[config.mk]
export PLATFORM = sky130hd
export DESIGN_NAME = reg_writeback_flat
export DESIGN_NICKNAME = d
export VERILOG_FILES = /design/src/rtl/rv_wb_pkg.sv /design/src/rtl/reg_writeback_if.sv /design/src/rtl/reg_writeback_fifo.sv /design/src/rtl/reg_writeback.sv /design/src/flat_wrapper.sv
export SDC_FILE = /design/constraint.sdc
export NUM_CORES = 1
export LEC_CHECK = 0
export BUFFER_PORTS_ARGS = -buffer_cell sky130_fd_sc_hd__buf_4
export CORE_UTILIZATION = 30
export CTS_BUF_LIST = sky130_fd_sc_hd__clkbuf_8
export DETAILED_ROUTE_END_ITERATION = 16
export GPL_TIMING_DRIVEN = 0
export PLACE_DENSITY = 0.55
export SETUP_SLACK_MARGIN = 0.4
export SLEW_MARGIN = 10
export SYNTH_ARGS = -nofsm -noshare
export SYNTH_HDL_FRONTEND = slang
export SYNTH_SLANG_ARGS = --single-unit
[constraint.sdc]
create_clock -name clk_i -period 10 [get_ports clk_i]
set_input_delay 2 -clock clk_i [delete_from_list [all_inputs] [get_ports clk_i]]
set_output_delay 2 -clock clk_i [all_outputs]
set_load 0.02 [all_outputs]
[src/rtl/rv_wb_pkg.sv]
// Shared types for the register writeback buffer.
//   wb_entry_t : one queued register-file write (destination index + value)
//   wb_state_t : drain FSM states
package rv_wb_pkg;

    localparam int REG_IDX_W = 5;
    localparam int XLEN      = 32;

    typedef struct packed {
        logic [REG_IDX_W-1:0] rd;
        logic [XLEN-1:0]      data;
    } wb_entry_t;

    typedef enum logic {
        IDLE     = 1'b0,
        WAIT_ACK = 1'b1
    } wb_state_t;

    function automatic wb_entry_t make_entry(input logic [REG_IDX_W-1:0] rd,
                                             input logic [XLEN-1:0]      data);
        wb_entry_t e;
        e.rd   = rd;
        e.data = data;
        return e;
    endfunction

endpackage

[src/rtl/reg_writeback_if.sv]
// Bus bundle for reg_writeback.
//   producers : lsu_* and alu_* valid/rd/data in, ready out
//   regfile   : stb_write_o/op_rd_o/reg_rd_o out, ack_write_i in
//   forwarding: fwd_rs1_i/fwd_rs2_i in, hit/data out
//   status    : count_o, err_timeout_o
// modport slave is the writeback buffer, modport master is its environment.
interface reg_writeback_if #(parameter int DEPTH = 4);
    import rv_wb_pkg::*;

    localparam int CW = $clog2(DEPTH) + 1;

    logic                 lsu_valid_i;
    logic [REG_IDX_W-1:0] lsu_rd_i;
    logic [XLEN-1:0]      lsu_data_i;
    logic                 lsu_ready_o;
    logic                 alu_valid_i;
    logic [REG_IDX_W-1:0] alu_rd_i;
    logic [XLEN-1:0]      alu_data_i;
    logic                 alu_ready_o;
    logic                 stb_write_o;
    logic [REG_IDX_W-1:0] op_rd_o;
    logic [XLEN-1:0]      reg_rd_o;
    logic                 ack_write_i;
    logic [REG_IDX_W-1:0] fwd_rs1_i;
    logic [REG_IDX_W-1:0] fwd_rs2_i;
    logic                 fwd_hit1_o;
    logic [XLEN-1:0]      fwd_data1_o;
    logic                 fwd_hit2_o;
    logic [XLEN-1:0]      fwd_data2_o;
    logic [CW-1:0]        count_o;
    logic                 err_timeout_o;

    modport master (
        output lsu_valid_i, lsu_rd_i, lsu_data_i,
        output alu_valid_i, alu_rd_i, alu_data_i,
        output ack_write_i, fwd_rs1_i, fwd_rs2_i,
        input  lsu_ready_o, alu_ready_o,
        input  stb_write_o, op_rd_o, reg_rd_o,
        input  fwd_hit1_o, fwd_data1_o, fwd_hit2_o, fwd_data2_o,
        input  count_o, err_timeout_o
    );

    modport slave (
        input  lsu_valid_i, lsu_rd_i, lsu_data_i,
        input  alu_valid_i, alu_rd_i, alu_data_i,
        input  ack_write_i, fwd_rs1_i, fwd_rs2_i,
        output lsu_ready_o, alu_ready_o,
        output stb_write_o, op_rd_o, reg_rd_o,
        output fwd_hit1_o, fwd_data1_o, fwd_hit2_o, fwd_data2_o,
        output count_o, err_timeout_o
    );

endinterface

[src/rtl/reg_writeback_fifo.sv]
// wb_fifo: circular buffer of pending register writes.
//   push0_i/push0_entry_i : first (older) write this cycle, lands at the tail
//   push1_i/push1_entry_i : second (younger) write, lands behind push0 if both
//   pop_i                 : drop the head entry
//   head_o, count_o       : oldest entry and occupancy
//   ordered_o/occ_o       : entries re-indexed by age (0 = oldest) with a
//                           valid bit each, for the forwarding search
// The caller guarantees pushes never exceed free space and pops never
// happen when empty.
module wb_fifo
    import rv_wb_pkg::*;
#(
    parameter  int DEPTH = 4,
    localparam int PW    = $clog2(DEPTH),
    localparam int CW    = PW + 1
) (
    input  logic          clk_i,
    input  logic          rst_ni,
    input  logic          push0_i,
    input  wb_entry_t     push0_entry_i,
    input  logic          push1_i,
    input  wb_entry_t     push1_entry_i,
    input  logic          pop_i,
    output wb_entry_t     head_o,
    output logic [CW-1:0] count_o,
    output wb_entry_t     ordered_o [DEPTH],
    output logic [DEPTH-1:0] occ_o
);

    wb_entry_t     mem_q [DEPTH];
    wb_entry_t     mem_d [DEPTH];
    logic [PW-1:0] wr_ptr_q, wr_ptr_d;
    logic [PW-1:0] rd_ptr_q, rd_ptr_d;
    logic [CW-1:0] count_q, count_d;
    logic [PW-1:0] slot1_ptr;

    // The second write goes one slot further only if the first one was taken.
    assign slot1_ptr = wr_ptr_q + PW'(push0_i);

    always_comb begin
        mem_d = mem_q;
        if (push0_i) mem_d[wr_ptr_q]  = push0_entry_i;
        if (push1_i) mem_d[slot1_ptr] = push1_entry_i;
    end

    always_comb begin
        wr_ptr_d = wr_ptr_q + PW'(push0_i) + PW'(push1_i);
        rd_ptr_d = rd_ptr_q + PW'(pop_i);
        count_d  = count_q + CW'(push0_i) + CW'(push1_i) - CW'(pop_i);
    end

    // Payload storage carries no reset: occupancy is tracked by count_q alone.
    always_ff @(posedge clk_i) begin
        mem_q <= mem_d;
    end

    always_ff @(posedge clk_i or negedge rst_ni) begin
        if (!rst_ni) begin
            wr_ptr_q <= '0;
            rd_ptr_q <= '0;
            count_q  <= '0;
        end else begin
            wr_ptr_q <= wr_ptr_d;
            rd_ptr_q <= rd_ptr_d;
            count_q  <= count_d;
        end
    end

    assign head_o  = mem_q[rd_ptr_q];
    assign count_o = count_q;

    generate
        for (genvar gi = 0; gi < DEPTH; gi++) begin : g_view
            assign ordered_o[gi] = mem_q[rd_ptr_q + PW'(gi)];
            assign occ_o[gi]     = (CW'(gi) < count_q);
        end
    endgenerate

endmodule

[src/rtl/reg_writeback.sv]
// reg_writeback: in-order writeback buffer in front of the register file.
//   clk_i, rst_ni : clock, asynchronous active-low reset
//   wb            : reg_writeback_if.slave bundle (producers, register-file
//                   strobe/ack port, forwarding lookups, status)
// Results from the LSU and ALU are queued (LSU older when both arrive),
// drained one at a time with a single-cycle strobe, and any pending value
// can be forwarded to the operand-read path.
module reg_writeback
    import rv_wb_pkg::*;
#(
    parameter int DEPTH       = 4,
    parameter int ACK_TIMEOUT = 15
) (
    input  logic          clk_i,
    input  logic          rst_ni,
    reg_writeback_if.slave wb
);

    localparam int CW = $clog2(DEPTH) + 1;
    localparam int TW = $clog2(ACK_TIMEOUT + 1);

    wb_entry_t            fifo_head;
    wb_entry_t            fifo_view [DEPTH];
    logic [DEPTH-1:0]     fifo_occ;
    logic [CW-1:0]        count;
    logic [CW-1:0]        free;
    logic                 lsu_ready, alu_ready;
    logic                 push0, push1, pop;

    wb_state_t            state_q, state_d;
    logic                 stb_q, stb_d;
    logic [REG_IDX_W-1:0] op_rd_q, op_rd_d;
    logic [XLEN-1:0]      reg_rd_q, reg_rd_d;
    logic [TW-1:0]        timer_q, timer_d;
    logic                 err_q, err_d;

    // Ready uses the count before any same-cycle pop, so a full buffer
    // never accepts on the cycle it drains.
    assign free      = CW'(DEPTH) - count;
    assign lsu_ready = (free >= CW'(1));
    // The ALU only gets a slot the LSU is not already claiming.
    assign alu_ready = wb.lsu_valid_i ? (free >= CW'(2)) : (free >= CW'(1));

    // Writes to x0 are handshaken but discarded.
    assign push0 = wb.lsu_valid_i && lsu_ready && (wb.lsu_rd_i != '0);
    assign push1 = wb.alu_valid_i && alu_ready && (wb.alu_rd_i != '0);

    wb_fifo #(.DEPTH(DEPTH)) u_fifo (
        .clk_i         (clk_i),
        .rst_ni        (rst_ni),
        .push0_i       (push0),
        .push0_entry_i (make_entry(wb.lsu_rd_i, wb.lsu_data_i)),
        .push1_i       (push1),
        .push1_entry_i (make_entry(wb.alu_rd_i, wb.alu_data_i)),
        .pop_i         (pop),
        .head_o        (fifo_head),
        .count_o       (count),
        .ordered_o     (fifo_view),
        .occ_o         (fifo_occ)
    );

    always_comb begin
        state_d  = state_q;
        stb_d    = 1'b0;
        op_rd_d  = op_rd_q;
        reg_rd_d = reg_rd_q;
        timer_d  = timer_q;
        err_d    = err_q;
        pop      = 1'b0;
        case (state_q)
            IDLE: begin
                if (count != '0) begin
                    state_d  = WAIT_ACK;
                    stb_d    = 1'b1;
                    op_rd_d  = fifo_head.rd;
                    reg_rd_d = fifo_head.data;
                    timer_d  = '0;
                end
            end
            WAIT_ACK: begin
                if (wb.ack_write_i) begin
                    pop     = 1'b1;
                    state_d = IDLE;
                end else begin
                    // Saturating timer; the error flag is raised on the edge
                    // where the timer reaches the limit and stays set.
                    if (timer_q != TW'(ACK_TIMEOUT)) timer_d = timer_q + TW'(1);
                    if (timer_q == TW'(ACK_TIMEOUT - 1)) err_d = 1'b1;
                end
            end
            default: state_d = IDLE;
        endcase
    end

    always_ff @(posedge clk_i or negedge rst_ni) begin
        if (!rst_ni) begin
            state_q  <= IDLE;
            stb_q    <= 1'b0;
            op_rd_q  <= '0;
            reg_rd_q <= '0;
            timer_q  <= '0;
            err_q    <= 1'b0;
        end else begin
            state_q  <= state_d;
            stb_q    <= stb_d;
            op_rd_q  <= op_rd_d;
            reg_rd_q <= reg_rd_d;
            timer_q  <= timer_d;
            err_q    <= err_d;
        end
    end

    // Two identical lookups. Scanning oldest to youngest lets the youngest
    // match overwrite older ones.
    generate
        for (genvar gi = 0; gi < 2; gi++) begin : g_fwd
            logic [REG_IDX_W-1:0] rs;
            logic                 hit;
            logic [XLEN-1:0]      data;

            assign rs = (gi == 0) ? wb.fwd_rs1_i : wb.fwd_rs2_i;

            always_comb begin
                hit  = 1'b0;
                data = '0;
                for (int k = 0; k < DEPTH; k++) begin
                    if (fifo_occ[k] && (fifo_view[k].rd == rs) && (rs != '0)) begin
                        hit  = 1'b1;
                        data = fifo_view[k].data;
                    end
                end
            end
        end
    endgenerate

    assign wb.lsu_ready_o   = lsu_ready;
    assign wb.alu_ready_o   = alu_ready;
    assign wb.stb_write_o   = stb_q;
    assign wb.op_rd_o       = op_rd_q;
    assign wb.reg_rd_o      = reg_rd_q;
    assign wb.fwd_hit1_o    = g_fwd[0].hit;
    assign wb.fwd_data1_o   = g_fwd[0].data;
    assign wb.fwd_hit2_o    = g_fwd[1].hit;
    assign wb.fwd_data2_o   = g_fwd[1].data;
    assign wb.count_o       = count;
    assign wb.err_timeout_o = err_q;

endmodule

[src/flat_wrapper.sv]
// flat-port wrapper written by rule: the top's interface ports become plain ports
module reg_writeback_flat import rv_wb_pkg::*;
#(
    parameter int DEPTH       = 4,
    parameter int ACK_TIMEOUT = 15
)
  (clk_i, rst_ni, wb_lsu_valid_i, wb_lsu_rd_i, wb_lsu_data_i, wb_alu_valid_i, wb_alu_rd_i, wb_alu_data_i, wb_ack_write_i, wb_fwd_rs1_i, wb_fwd_rs2_i, wb_lsu_ready_o, wb_alu_ready_o, wb_stb_write_o, wb_op_rd_o, wb_reg_rd_o, wb_fwd_hit1_o, wb_fwd_data1_o, wb_fwd_hit2_o, wb_fwd_data2_o, wb_count_o, wb_err_timeout_o);
  reg_writeback_if #(.DEPTH(DEPTH)) wb_i ();
  input  logic clk_i;
  input  logic rst_ni;
  input wire logic [$bits(wb_i.lsu_valid_i)-1:0] wb_lsu_valid_i;
  input wire logic [$bits(wb_i.lsu_rd_i)-1:0] wb_lsu_rd_i;
  input wire logic [$bits(wb_i.lsu_data_i)-1:0] wb_lsu_data_i;
  input wire logic [$bits(wb_i.alu_valid_i)-1:0] wb_alu_valid_i;
  input wire logic [$bits(wb_i.alu_rd_i)-1:0] wb_alu_rd_i;
  input wire logic [$bits(wb_i.alu_data_i)-1:0] wb_alu_data_i;
  input wire logic [$bits(wb_i.ack_write_i)-1:0] wb_ack_write_i;
  input wire logic [$bits(wb_i.fwd_rs1_i)-1:0] wb_fwd_rs1_i;
  input wire logic [$bits(wb_i.fwd_rs2_i)-1:0] wb_fwd_rs2_i;
  output wire logic [$bits(wb_i.lsu_ready_o)-1:0] wb_lsu_ready_o;
  output wire logic [$bits(wb_i.alu_ready_o)-1:0] wb_alu_ready_o;
  output wire logic [$bits(wb_i.stb_write_o)-1:0] wb_stb_write_o;
  output wire logic [$bits(wb_i.op_rd_o)-1:0] wb_op_rd_o;
  output wire logic [$bits(wb_i.reg_rd_o)-1:0] wb_reg_rd_o;
  output wire logic [$bits(wb_i.fwd_hit1_o)-1:0] wb_fwd_hit1_o;
  output wire logic [$bits(wb_i.fwd_data1_o)-1:0] wb_fwd_data1_o;
  output wire logic [$bits(wb_i.fwd_hit2_o)-1:0] wb_fwd_hit2_o;
  output wire logic [$bits(wb_i.fwd_data2_o)-1:0] wb_fwd_data2_o;
  output wire logic [$bits(wb_i.count_o)-1:0] wb_count_o;
  output wire logic [$bits(wb_i.err_timeout_o)-1:0] wb_err_timeout_o;
  assign wb_i.lsu_valid_i = wb_lsu_valid_i;
  assign wb_i.lsu_rd_i = wb_lsu_rd_i;
  assign wb_i.lsu_data_i = wb_lsu_data_i;
  assign wb_i.alu_valid_i = wb_alu_valid_i;
  assign wb_i.alu_rd_i = wb_alu_rd_i;
  assign wb_i.alu_data_i = wb_alu_data_i;
  assign wb_i.ack_write_i = wb_ack_write_i;
  assign wb_i.fwd_rs1_i = wb_fwd_rs1_i;
  assign wb_i.fwd_rs2_i = wb_fwd_rs2_i;
  assign wb_lsu_ready_o = wb_i.lsu_ready_o;
  assign wb_alu_ready_o = wb_i.alu_ready_o;
  assign wb_stb_write_o = wb_i.stb_write_o;
  assign wb_op_rd_o = wb_i.op_rd_o;
  assign wb_reg_rd_o = wb_i.reg_rd_o;
  assign wb_fwd_hit1_o = wb_i.fwd_hit1_o;
  assign wb_fwd_data1_o = wb_i.fwd_data1_o;
  assign wb_fwd_hit2_o = wb_i.fwd_hit2_o;
  assign wb_fwd_data2_o = wb_i.fwd_data2_o;
  assign wb_count_o = wb_i.count_o;
  assign wb_err_timeout_o = wb_i.err_timeout_o;
  reg_writeback #(.DEPTH(DEPTH), .ACK_TIMEOUT(ACK_TIMEOUT)) u_core (.clk_i(clk_i), .rst_ni(rst_ni), .wb(wb_i));
endmodule
==> summary.txt <==
Layout
  • Proportion of layout cells with a drive suffix above 1: approximately 15%
  • Layout Cells excl Fill: 2927
  • P&R area growth vs syn: 16.7%
  • Nets@finish: 2337
  • Final Util: 35.6%
  • Finished layout cell area: ~18000 um^2
  • Fill count: 5572

CTS
  • Clk sinks: 199
  • Clock slew at reported path FFs: 0.10 ns
  • CTS tree: yes
  • H-tree Lvls: 4
  • Resized Gates After CTS: 0
  • Max Buffers Root-to-Sink: 2
  • Skew-Pair Late Insertion Delay: just over 0.6 ns
  • CTS buffer count: 17
  • CTS root buf: clkbuf_8
  • Hold-fix buffers at CTS: 0
  • Setup Buffers After CTS: 0

Placement
  • Pre-CTS WS: 2.98 ns
  • Placed cell count: 2895
  • Hpwl dp: ~67000 um
  • I/O Buffers: 188
  • Final GP Congestion: 1.02
  • Placed cell area: ~18000 um^2

Critical path
  • CP Max Fanout: 10
  • Critical Path Slowest Stage Cell: o32ai_1
  • Crit path launch type: primary input
  • Critical path arrival: between 5 and 6 ns
  • CP Class: primary input to output port
  • CP required: 8.00 ns
  • Cell Chain, Critical Path: clkbuf_1 > xnor2_1 > o32ai_1 > clkbuf_1 > a21oi_1 > o32ai_1 > a21o_1 > a22oi_1 > buf_4
  • Crit-path max cell delay: between 0.9 and 1 ns
  • Worst Setup End Kind: output port

STA
  • Slew HR: 22.5%
  • Setup ws final: 2.85 ns
  • Final hold viol count: 0
  • WHS: 0.487 ns
  • Slew Limit Fails: 0
  • Fin crit period: between 7 and 8 ns
  • Skew final: 0.0181 ns
  • Worst-margin pin slew: 1.16 ns
  • RSZ-0062 raised after global routing: no
  • Period utilization: 71.5%
  • Final setup fails: 0
  • Fin Setup TNS: 0 ns
  • Fmax: 140 MHz

Pwr
  • Power, Total: 8.40 mW
  • Leakage: 7.76 nW
  • VDD IR max: 0.164 mV
  • Pwr Density: ~460 nW/um^2

Routing
  • DRT Wirelength: between 80000 and 90000 um
  • Vias per inst: 5.98
  • Post-DRT Antenna Nets: 0
  • DRT Pass-1 Iters: 14
  • Via count: ~18000
  • Iter 0 DRT Violations: 2472
  • WL/cell: 28.7 um
  • Post-route DRC: 1

Synth
  • Post-synth ARST share: 25.6%
  • Cells after Synth: ~2000
  • EDFF count, synth: 0
  • Flops & latches, synth: 199
  • Unique masters post-synth: 68
  • Synth area leaders: dfxtp_1 (19%), mux2i_1 (14%), nand2_1 (9.2%), dfrtp_1 (8.1%), o21ai_0 (6.2%)
  • Mapped Area: 15700 um^2
  • Ys Warns: 0
  • Syn nets: 2130
  • Cell taking the most area after synthesis: dfxtp_1
  • Register area share after synthesis: 27.0%
  • Yosys top cell area share: 18.9%
  • Main flop type after synthesis: dfxtp_1
  • Synth Area per Inst: 7.75 um^2

Floorplan
  • Die footprint: roughly 53000 um^2
  • Die height: 231 um
  • Starting Density: 30.5%
  • Boundary Pins: 199
  • Core ar.: 51500 um^2
  • Die Span X: around 230 um
  • FP Rows: 83

GRT
  • Initial antenna violation count: 3
  • Largest net degree at the start of global routing: 52
  • Global route overflow: 0
  • First-pass GRT wire length: roughly 120000 um
  • Vias in the first global route: ~16000
  • Overall Global Routing Usage: 31.0%

Run status
  • Failing checks: design-rule violations
  • Outcome: finished with violations

Min path
  • Hold WC Path Type: register to register

Run
  • Max-Cap Viols: 0
[critical path, delay by kind of cell]
| kind | cells | cell delay [ns] |
|---|---|---|
| buffers and inverters | 3 | 1.20 |
| AOI/OAI and AO/OA | 5 | 1.76 |
| xor gates and xnor gates | 1 | 0.18 |
[metal layers]
layer  wire, um  global-route usage [%]
met1      37400                    44.2
met2      35000                    45.0
met3       9850                    8.84
met4       1710                    8.26
met5         13                       0
[cell usage after synthesis, types with 13 or more instances]
cell type	number
nand2_1	384
mux2i_1	222
o21ai_0	196
dfxtp_1	148
clkbuf_1	125
a21oi_1	116
nor2_1	72
o31ai_1	71
a21o_1	53
nor3_1	53
dfrtp_1	51
nand2b_1	50
buf_2	46
xnor2_1	43
a211oi_1	35
nand3_1	35
a31oi_1	30
nor2b_1	29
a22oi_1	28
and3_1	28
o211a_1	26
o32ai_1	25
mux4_2	20
buf_6	13
[cell usage in the layout (no fill, tap or decap), types with 35 or more instances in the layout]
cell | netlist | routed
o21ai_0 | 196 | 196
nor2_1 | 72 | 72
buf_4 | 1 | 189
a21o_1 | 53 | 53
dfxtp_1 | 148 | 148
a21oi_1 | 116 | 116
a211oi_1 | 35 | 35
mux2i_1 | 222 | 222
clkbuf_1 | 125 | 125
xnor2_1 | 43 | 43
o31ai_1 | 71 | 71
nand2b_1 | 50 | 50
nand2_1 | 384 | 384
nand3_1 | 35 | 35
dfrtp_1 | 51 | 51
buf_2 | 46 | 46
nor3_1 | 53 | 53
[worst paths after layout]
| path | startpoint | to | slack [ns] | cells past startpoint |
|---|---|---|---|---|
| setup / recovery | wb_fwd_rs2_i[3] | wb_fwd_data2_o[2] | 2.85 | 9 |
| hold / removal | u_core.wb.reg_rd_o[28] | u_core.wb.reg_rd_o[28] | 0.49 | 1 |
| setup reg to reg | u_core.u_fifo.count_o[0] | u_core.u_fifo.mem_q[98] | 5.75 | 11 |
| hold reg to reg | u_core.wb.reg_rd_o[28] | u_core.wb.reg_rd_o[28] | 0.49 | 1 |
| max in group asynchronous | rst_ni | u_core.wb.reg_rd_o[17] | 8.05 | 1 |
| min in group asynchronous | rst_ni | u_core.u_fifo.wr_ptr_q[1] | 1.42 | 1 |
[logic make-up after synthesis]
family	share of synthesized area (%)
compound gates	25.4
xor+xnor	2.72
fa+ha+maj	1.21
buf+inv	5.99
flops	27.0
mux	17.9
simple gates	19.9
[where the power goes]
group          leakage (nW)  switching (mW)  internal (mW)
Combinational          5.69            4.10           2.01
Clock                 0.186           0.344          0.195
Sequential             1.88           0.531           1.22
[registers in the layout, indices dropped and copies added (netlist names)]
name / flops
u_core.u_fifo.wr_ptr_q: 2
u_core.u_fifo.rd_ptr_q: 2
u_core.timer_q: 4
u_core.wb.reg_rd_o: 32
u_core.u_fifo.mem_q: 148
u_core.state_q: 1
u_core.wb.op_rd_o: 5
u_core.wb.err_timeout_o: 1
u_core.wb.stb_write_o: 1
u_core.u_fifo.count_o: 3
[final cells by class]
type / count / area [um^2] / area share, %
Tap cell: 680 / 851 / 4.64
Clock inverter: 11 / 88.8 / 0.484
Buffer: 196 / 896 / 4.89
Clock buffer: 20 / 275 / 1.50
Inverter: 12 / 45.0 / 0.246
Antenna cell: 1 / 2.50 / 0.0136
Timing Repair Buffer: 188 / 1410 / 7.70
Sequential cell: 199 / 4240 / 23.1
Multi-Input combinational cell: 1620 / 10500 / 57.4
No activity file was read; power rests on OpenSTA's default activity.
